`src/rtl/category_argmax_seq_if.sv`:
```
// category_argmax_seq_if: beat input and result output handshakes of the
// sequential classifier head.
//   master: producer/consumer side (drives in_valid, in_bits, out_ready)
//   slave : classifier side (drives in_ready, out_valid, out_index,
//           out_value, out_margin)
interface category_argmax_seq_if #(
  parameter int CATEGORIES        = 10,
  parameter int BITS_PER_CATEGORY = 256,
  parameter int CHUNK             = 32
);
  localparam int SUM_W = $clog2(BITS_PER_CATEGORY + 1);
  localparam int IDX_W = $clog2(CATEGORIES);

  logic                        in_valid;
  logic                        in_ready;
  logic [CATEGORIES*CHUNK-1:0] in_bits;
  logic                        out_valid;
  logic                        out_ready;
  logic [IDX_W-1:0]            out_index;
  logic [SUM_W-1:0]            out_value;
  logic [SUM_W-1:0]            out_margin;

  modport master (
    output in_valid, in_bits, out_ready,
    input  in_ready, out_valid, out_index, out_value, out_margin
  );

  modport slave (
    input  in_valid, in_bits, out_ready,
    output in_ready, out_valid, out_index, out_value, out_margin
  );
endinterface

```
`src/rtl/category_argmax_seq.sv`:
```
// category_argmax_seq: accumulates per-category popcounts over BEATS beats of
// CHUNK bits each, then scans the categories one per cycle for the winner and
// runner-up and presents index / score / margin behind a valid/ready handshake.
//   clk   : clock, rising edge
//   rst   : asynchronous active-high reset
//   flush : synchronous frame abort (beats and pending result discarded)
//   bus   : slave side of category_argmax_seq_if (beat in, result out)

// One accumulator lane: popcount of this category's chunk added per beat.
module category_argmax_lane #(
  parameter int CHUNK = 32,
  parameter int SUM_W = 9
) (
  input  logic             clk,
  input  logic             rst,
  input  logic             clr,
  input  logic             add,
  input  logic [CHUNK-1:0] bits,
  output logic [SUM_W-1:0] acc
);
  logic [SUM_W-1:0] pop;

  always_comb begin
    pop = '0;
    for (int i = 0; i < CHUNK; i++) pop = pop + SUM_W'(bits[i]);
  end

  always_ff @(posedge clk or posedge rst) begin
    if (rst)      acc <= '0;
    else if (clr) acc <= '0;
    else if (add) acc <= acc + pop;
  end
endmodule

module category_argmax_seq #(
  parameter int CATEGORIES        = 10,
  parameter int BITS_PER_CATEGORY = 256,
  parameter int CHUNK             = 32
) (
  input  logic clk,
  input  logic rst,
  input  logic flush,
  category_argmax_seq_if.slave bus
);
  localparam int BEATS = BITS_PER_CATEGORY / CHUNK;
  localparam int SUM_W = $clog2(BITS_PER_CATEGORY + 1);
  localparam int IDX_W = $clog2(CATEGORIES);
  localparam int BC_W  = (BEATS > 1) ? $clog2(BEATS) : 1;

  localparam logic [1:0] S_ACCUM = 2'd0;
  localparam logic [1:0] S_SCAN  = 2'd1;
  localparam logic [1:0] S_DONE  = 2'd2;

  logic [1:0]                       state;
  logic [BC_W-1:0]                  beat_cnt;
  logic [IDX_W-1:0]                 scan_idx, best_idx;
  logic [SUM_W-1:0]                 best, second, scan_val;
  logic [CATEGORIES-1:0][SUM_W-1:0] acc;
  logic                             take, acc_clr, acc_add;

  // in_ready is pure state decode, so a beat is taken whenever one is offered
  // in ACCUM; flush wins over the beat.
  assign take    = bus.in_valid && (state == S_ACCUM);
  assign acc_add = take && !flush;
  assign acc_clr = flush || ((state == S_DONE) && bus.out_ready);

  for (genvar g = 0; g < CATEGORIES; g++) begin : g_lane
    category_argmax_lane #(.CHUNK(CHUNK), .SUM_W(SUM_W)) u_lane (
      .clk  (clk),
      .rst  (rst),
      .clr  (acc_clr),
      .add  (acc_add),
      .bits (bus.in_bits[g*CHUNK +: CHUNK]),
      .acc  (acc[g])
    );
  end

  assign scan_val = acc[scan_idx];

  always_ff @(posedge clk or posedge rst) begin
    if (rst) begin
      state    <= S_ACCUM;
      beat_cnt <= '0;
      scan_idx <= '0;
      best_idx <= '0;
      best     <= '0;
      second   <= '0;
    end else if (flush) begin
      state    <= S_ACCUM;
      beat_cnt <= '0;
    end else begin
      case (state)
        S_ACCUM: if (take) begin
          if (beat_cnt == BC_W'(BEATS - 1)) begin
            beat_cnt <= '0;
            state    <= S_SCAN;
            scan_idx <= '0;
            best_idx <= '0;
            best     <= '0;
            second   <= '0;
          end else begin
            beat_cnt <= beat_cnt + 1'b1;
          end
        end
        S_SCAN: begin
          // Strict '>' keeps the lowest index on ties; the tied score then
          // lands in second, giving margin 0.
          if (scan_val > best) begin
            second   <= best;
            best     <= scan_val;
            best_idx <= scan_idx;
          end else if (scan_val >= second) begin
            second <= scan_val;
          end
          if (scan_idx == IDX_W'(CATEGORIES - 1)) state <= S_DONE;
          else                                    scan_idx <= scan_idx + 1'b1;
        end
        S_DONE: if (bus.out_ready) state <= S_ACCUM;
        default: state <= S_ACCUM;
      endcase
    end
  end

  assign bus.in_ready   = (state == S_ACCUM);
  assign bus.out_valid  = (state == S_DONE);
  assign bus.out_index  = best_idx;
  assign bus.out_value  = best;
  assign bus.out_margin = best - second;
endmodule

```
`src/flat_wrapper.sv`:
```
// flat-port wrapper written by rule: the top's interface ports become plain ports
module category_argmax_seq_flat 
#(
  parameter int CATEGORIES        = 10,
  parameter int BITS_PER_CATEGORY = 256,
  parameter int CHUNK             = 32
)
  (clk, rst, flush, bus_in_valid, bus_in_bits, bus_out_ready, bus_in_ready, bus_out_valid, bus_out_index, bus_out_value, bus_out_margin);
  category_argmax_seq_if #(.CATEGORIES(CATEGORIES), .BITS_PER_CATEGORY(BITS_PER_CATEGORY), .CHUNK(CHUNK)) bus_i ();
  input  logic clk;
  input  logic rst;
  input  logic flush;
  input wire logic [$bits(bus_i.in_valid)-1:0] bus_in_valid;
  input wire logic [$bits(bus_i.in_bits)-1:0] bus_in_bits;
  input wire logic [$bits(bus_i.out_ready)-1:0] bus_out_ready;
  output wire logic [$bits(bus_i.in_ready)-1:0] bus_in_ready;
  output wire logic [$bits(bus_i.out_valid)-1:0] bus_out_valid;
  output wire logic [$bits(bus_i.out_index)-1:0] bus_out_index;
  output wire logic [$bits(bus_i.out_value)-1:0] bus_out_value;
  output wire logic [$bits(bus_i.out_margin)-1:0] bus_out_margin;
  assign bus_i.in_valid = bus_in_valid;
  assign bus_i.in_bits = bus_in_bits;
  assign bus_i.out_ready = bus_out_ready;
  assign bus_in_ready = bus_i.in_ready;
  assign bus_out_valid = bus_i.out_valid;
  assign bus_out_index = bus_i.out_index;
  assign bus_out_value = bus_i.out_value;
  assign bus_out_margin = bus_i.out_margin;
  category_argmax_seq #(.CATEGORIES(CATEGORIES), .BITS_PER_CATEGORY(BITS_PER_CATEGORY), .CHUNK(CHUNK)) u_core (.clk(clk), .rst(rst), .flush(flush), .bus(bus_i));
endmodule
```
`config.mk`:
```
export PLATFORM = sky130hd
export DESIGN_NAME = category_argmax_seq_flat
export DESIGN_NICKNAME = d
export VERILOG_FILES = /design/src/rtl/category_argmax_seq_if.sv /design/src/rtl/category_argmax_seq.sv /design/src/flat_wrapper.sv
export SDC_FILE = /design/constraint.sdc
export NUM_CORES = 1
export LEC_CHECK = 0
export BUFFER_PORTS_ARGS = -buffer_cell sky130_fd_sc_hd__buf_2
export CORE_ASPECT_RATIO = 1.25
export CORE_UTILIZATION = 58
export DETAILED_ROUTE_END_ITERATION = 10
export PLACE_DENSITY = 0.84
export SLEW_MARGIN = 20
export SYNTH_ARGS = -nofsm -noshare
export SYNTH_HDL_FRONTEND = slang
export SYNTH_HIERARCHICAL = 1
export SYNTH_SLANG_ARGS = --single-unit
```
`constraint.sdc`:
```
create_clock -name clk -period 5.7 [get_ports clk]
set_clock_uncertainty 0.1 [all_clocks]
set_input_delay 0.855 -clock clk [delete_from_list [all_inputs] [get_ports clk]]
set_output_delay 0.855 -clock clk [all_outputs]
set_load 0.005 [all_outputs]
```
==> flow_summary.toml, run 1 <==
[yosys]
synth_cell_type_count = 66
synth_edf_count = 0
syn_area_um2 = 17500
synthCells = 1787
syn-num-nets = 2553
synthArstFlopShare = 1.00
synth_area_leaders = "fa_1 30%, dfrtp_1 17%, ha_1 13%"
synth_top_area_frac = 0.299
yosysWarnings = 6
yosysTopAreaCell = "fa_1"
synth-main-ff-cell = "dfrtp_1"
ys_seq_area_frac = 0.173
synth.avg_cell_area_um2 = 9.78
ys_ff_latch = 121

[clock_network]
post_cts_resized = 0
clkTransAtPathRegs_ns = 0.06
cts-root-buf = "clkbuf_16"
holdBufCountCts = 0
cts_tree = "built"
cts_sinks = 121
post-cts-setup-buffers = 0
cts_max_level = 4
cts-buffers-inserted = 17
clockBufferDepth = 2
clock_latency_ns = 0.42

[hold_path]
hp-class = "reg2reg"
holdPathStages = 2

[setup_path]
ff2ff_path_depth = 13
crit_type = "in2reg"
end_kind = "register"
cp.arrival_ns = 5.63
crit_path_start_kind = "primary input"
crit_required_ns = 5.91
worst-path-max-fanout = 2

[routing]
vias_per_cell = 5.44
drc = 0
drtIter0Drc = 628
firstDrtPassIters = 5
wl_per_cell_um = 15.6
wl_um = 39700
vias = 13900
drtAntennaViolNets = 0

[die]
rows = 70
core_um2 = 29400
io_pins = 349
die-width_um = 157
die_h_um = 196
start_util = 0.594
die_area_um2 = 30800

[global_routing]
overflow = 0
antenna_found_initial = 0
grt_use_total = 0.273
grt_pass1_vias = 14900
grt_pass1_wl_um = 67100
grt_max_degree = 77

[sta]
drv_slew = 0
worstMarginPinSlew_ns = 1.03
hold_violations = 0
max_freq_mhz = 184
finalSetupViolations = 0
post-route-period-util = 0.952
relSlewSlack = 0.315
rsz0062_at_grt = "false"
post-route-min-period_ns = 5.43

[final_layout]
syn2layout_area_growth_pct = 16.0
final_area_um2 = 20300
mostFrequentLayoutCell = "inv_1"
layout_common_cells = "475 x inv_1, 348 x buf_2, 261 x fa_1"
antenna_cells = 0
layout-drive-gt1-share = 0.224
fin_nets = 2907
postLayoutCoreUtil = 0.689

[placement]
dp_hpwl_um = 33200
place_area_um2 = 19700
globalplace.congestion = 0.918
place.port_buffers = 348

[flow_run]
maxCapViolCount = 0

[status]
outcome = "finished clean"
==> cells in the mapped netlist, drive strengths merged (11+ instances only) <==
cell	number
inv	475
fa	261
ha	180
dfrtp	121
nor2	112
a21oi	83
nor2b	68
nand2	53
o21ai	48
a211oi	31
mux2i	31
mux2	20
o31a	19
mux4	18
o31ai	18
nor3	16
buf	15
nand3	14
a32o	12
nand2b	12
o21a	12
o41ai	12
or3	12
or4	12
or2	11
==> flip-flops by register name (all words and copies together), names as in the netlist <==
signal and cells:
u_core/bus.out_value 9, u_core/scan_idx 4, u_core/g_lane.u_lane/acc 90, u_core/bus.out_index 4, u_core/second 9, u_core/state 2, u_core/beat_cnt 3
==> metal layers <==
metal  track usage  up-vias  part of all wire
met3        0.0347       81             0.042
met2         0.504      428              0.54
met1         0.318     6825              0.39
met5             0        -                 0
met4         0.102        0             0.026
li1              -     6531                 -
==> metrics by stage <==
step	worst slack [ns]	hold WS [ns]	setup TNS (ns)	std cells
floorplan	0.119	0.367	0	1787
global placement	-0.0710	0.395	-0.323	2518
detailed placement	-0.169	0.404	-2.53	2518
CTS	0.283	0.413	0	2550
global route	0.0928	0.443	0	2550
finish	0.273	0.412	0	2550
==> final timing paths <==
check	from	endpoint	slack, ns
setup reg to reg	u_core/g_lane[7].u_lane/acc[0]	u_core/g_lane[7].u_lane/acc[8]	0.34
max in group asynchronous	rst	u_core/scan_idx[0]	4.21
min in group asynchronous	rst	u_core/g_lane[2].u_lane/acc[6]	0.48
setup / recovery	bus_in_bits[272]	u_core/g_lane[8].u_lane/acc[8]	0.27
hold / removal	u_core/g_lane[9].u_lane/acc[5]	u_core/g_lane[9].u_lane/acc[5]	0.41
hold reg to reg	u_core/g_lane[9].u_lane/acc[5]	u_core/g_lane[9].u_lane/acc[5]	0.41
==> worst max-delay path, stage by stage <==
cell and delay (ns):
buf_2 0.11, fa_1 0.55, inv_1 0.07, fa_1 0.50, fa_1 0.44, fa_1 0.49
fa_1 0.51, fa_1 0.42, fa_1 0.45, fa_1 0.50, nor2b_4 0.13, o31a_1 0.15
o211ai_1 0.14, mux2_1 0.33
==> cell type report <==
cell class,count,area [µm²]
clock buffers,18,429
clock inverters,14,175
fillers,2302,9150
inverters,475,1780
multi-input cells,1166,12500
flip-flops and latches,121,3030
well taps,396,495
repair buffers,360,1830
==> cell families (layout without fill, tap and decap cells) <==
group,count (synthesis),in the layout,synth area share
buffers and inverters,500,867,0.110
flip-flops,121,121,0.173
XOR/XNOR,8,8,0.00401
AND/OR/NAND/NOR,334,334,0.101
multiplexers,69,69,0.0538
adder cells (fa/ha/maj),441,441,0.428
AO/OA/AOI/OAI,314,314,0.130
Power of run 1 is not shown: default switching activity piles up to over one toggle a cycle in this logic, so the estimate is an artifact.
==> run 2: changes to the inputs <==
- PLACE_DENSITY: 0.84 -> unset
- PLACE_DENSITY_LB_ADDON: unset -> 0.08
==> flow_summary.toml, run 2 (synthesized netlist as in run 1, its figures left out) <==
[setup_path]
end_kind = "register"
cp_slowest_cell = "fa_1"
worstSetupPathDepth = 17
crit_type = "in2reg"
slowest_delay_ns = 0.57
worst-path-max-fanout = 2
crit_path_start_kind = "primary input"
path_buf_inv = 6
cp.arrival_ns = 5.62
ff2ff_path_depth = 16
crit_chain = "buf_2, fa_1, inv_1, fa_1, inv_1, fa_1, fa_1, fa_1, inv_1, fa_1, inv_1, ha_1, nand2b_1, a21oi_1, o311ai_0, buf_4, mux2_2"
cp_top_family = "adder cells"
regToRegSetupSlack_ns = 0.34
cp_common_cell = "fa_1"
crit_required_ns = 5.90

[sta]
rsz0062_at_grt = "false"
worstMarginPinSlew_ns = 1.03
post-route-min-period_ns = 5.42
worst_hold_slack_ns = 0.415
post-route-period-util = 0.950
max_freq_mhz = 185
hold_violations = 0
drv_slew = 0
finalSetupViolations = 0
relSlewSlack = 0.315

[die]
die-width_um = 157
die_h_um = 196
die_area_um2 = 30800
io_pins = 349
rows = 70
core_um2 = 29400
start_util = 0.594

[global_routing]
overflow = 0
grt_max_degree = 58
grt_pass1_wl_um = 65600
grt_use_total = 0.269
antenna_found_initial = 0
grt_pass1_vias = 14100

[placement]
dp_hpwl_um = 33000
place.port_buffers = 348
globalplace.congestion = 0.876

[routing]
vias_per_cell = 5.33
wl_um = 39000
drtIter0Drc = 505
vias = 13700
wl_per_cell_um = 15.2
drc = 0
drtAntennaViolNets = 0
firstDrtPassIters = 5

[clock_network]
cts_max_level = 4
post-cts-setup-buffers = 0
holdBufCountCts = 0
clock_latency_ns = 0.42
cts_sinks = 121
cts-buffers-inserted = 17
clockBufferDepth = 2
post_cts_resized = 0
cts-root-buf = "clkbuf_16"
cts_tree = "built"
clkTransAtPathRegs_ns = 0.05

[final_layout]
fin_nets = 2919
regMostFlops = "u_core/g_lane.u_lane/acc"
layout_common_cells = "475 x inv_1, 348 x buf_2, 261 x fa_1"
largest_reg_flops = 90
layout-drive-gt1-share = 0.228
syn2layout_area_growth_pct = 17.0
num-fill-cells = 2394
antenna_cells = 0
mostFrequentLayoutCell = "inv_1"
postLayoutCoreUtil = 0.695

[hold_path]
holdPathStages = 2
hp-class = "reg2reg"

[status]
outcome = "finished clean"

[flow_run]
maxCapViolCount = 0
-- run 2: cell count changes in the layout (fill, tap and decap cells not counted) --
cell / before / now
buf_12: 0 / 1
clkbuf_8: 0 / 1
bufinv_16: 3 / 6
inv_6: 1 / 0
clkbuf_1: 1 / 2
buf_4: 12 / 23
clkinv_4: 5 / 1
-- run 2: worst paths after layout --
path,from,to
max,bus_in_bits[160],u_core/g_lane[5].u_lane/acc[7]
min,u_core/bus.out_index[0],u_core/bus.out_index[0]
max reg2reg,u_core/g_lane[0].u_lane/acc[0],u_core/g_lane[0].u_lane/acc[7]
min reg2reg,u_core/bus.out_index[0],u_core/bus.out_index[0]
max in group asynchronous,rst,u_core/scan_idx[0]
min in group asynchronous,rst,u_core/g_lane[2].u_lane/acc[6]
-- run 2: metrics by stage --
| step | area [µm²] | setup TNS (ns) | setup slack, ns | instances |
|---|---|---|---|---|
| CTS | 20400 | 0 | 0.254 | 2562 |
| global route | 20400 | 0 | 0.148 | 2562 |
| floorplan | 17500 | 0 | 0.119 | 1787 |
| global placement | 19800 | -0.956 | -0.0994 | 2530 |
| detailed placement | 19800 | -2.80 | -0.195 | 2530 |
| finish | 20400 | 0 | 0.283 | 2562 |
-- run 2: area by class of cell --
type | instances | area, µm² | share of cell area
Multi-Input combinational cell | 1166 | 12500 | 0.613
Sequential cell | 121 | 3030 | 0.148
Timing Repair Buffer | 372 | 1930 | 0.0946
Inverter | 475 | 1780 | 0.0872
Tap cell | 396 | 495 | 0.0242
Clock buffer | 20 | 447 | 0.0218
Clock inverter | 12 | 221 | 0.0108
-- run 2: metal layers --
| metal | vias to the layer above | share of wire | track usage |
|---|---|---|---|
| li1 | 6555 | - | - |
| met1 | 6666 | 0.41 | 0.332 |
| met2 | 382 | 0.52 | 0.487 |
| met3 | 58 | 0.045 | 0.0364 |
| met4 | 0 | 0.023 | 0.0795 |
| met5 | - | 0 | 0 |
-- run 2: worst register-to-register path: cells and delay by family, from the launching register on --
family	cells	cell delay (ns)
flops	1	0.46
compound gates	2	0.48
buf+inv	5	0.43
simple gates	1	0.11
fa+ha+maj	7	3.36
mux	1	0.32
Power of run 2 is left out for the same reason.
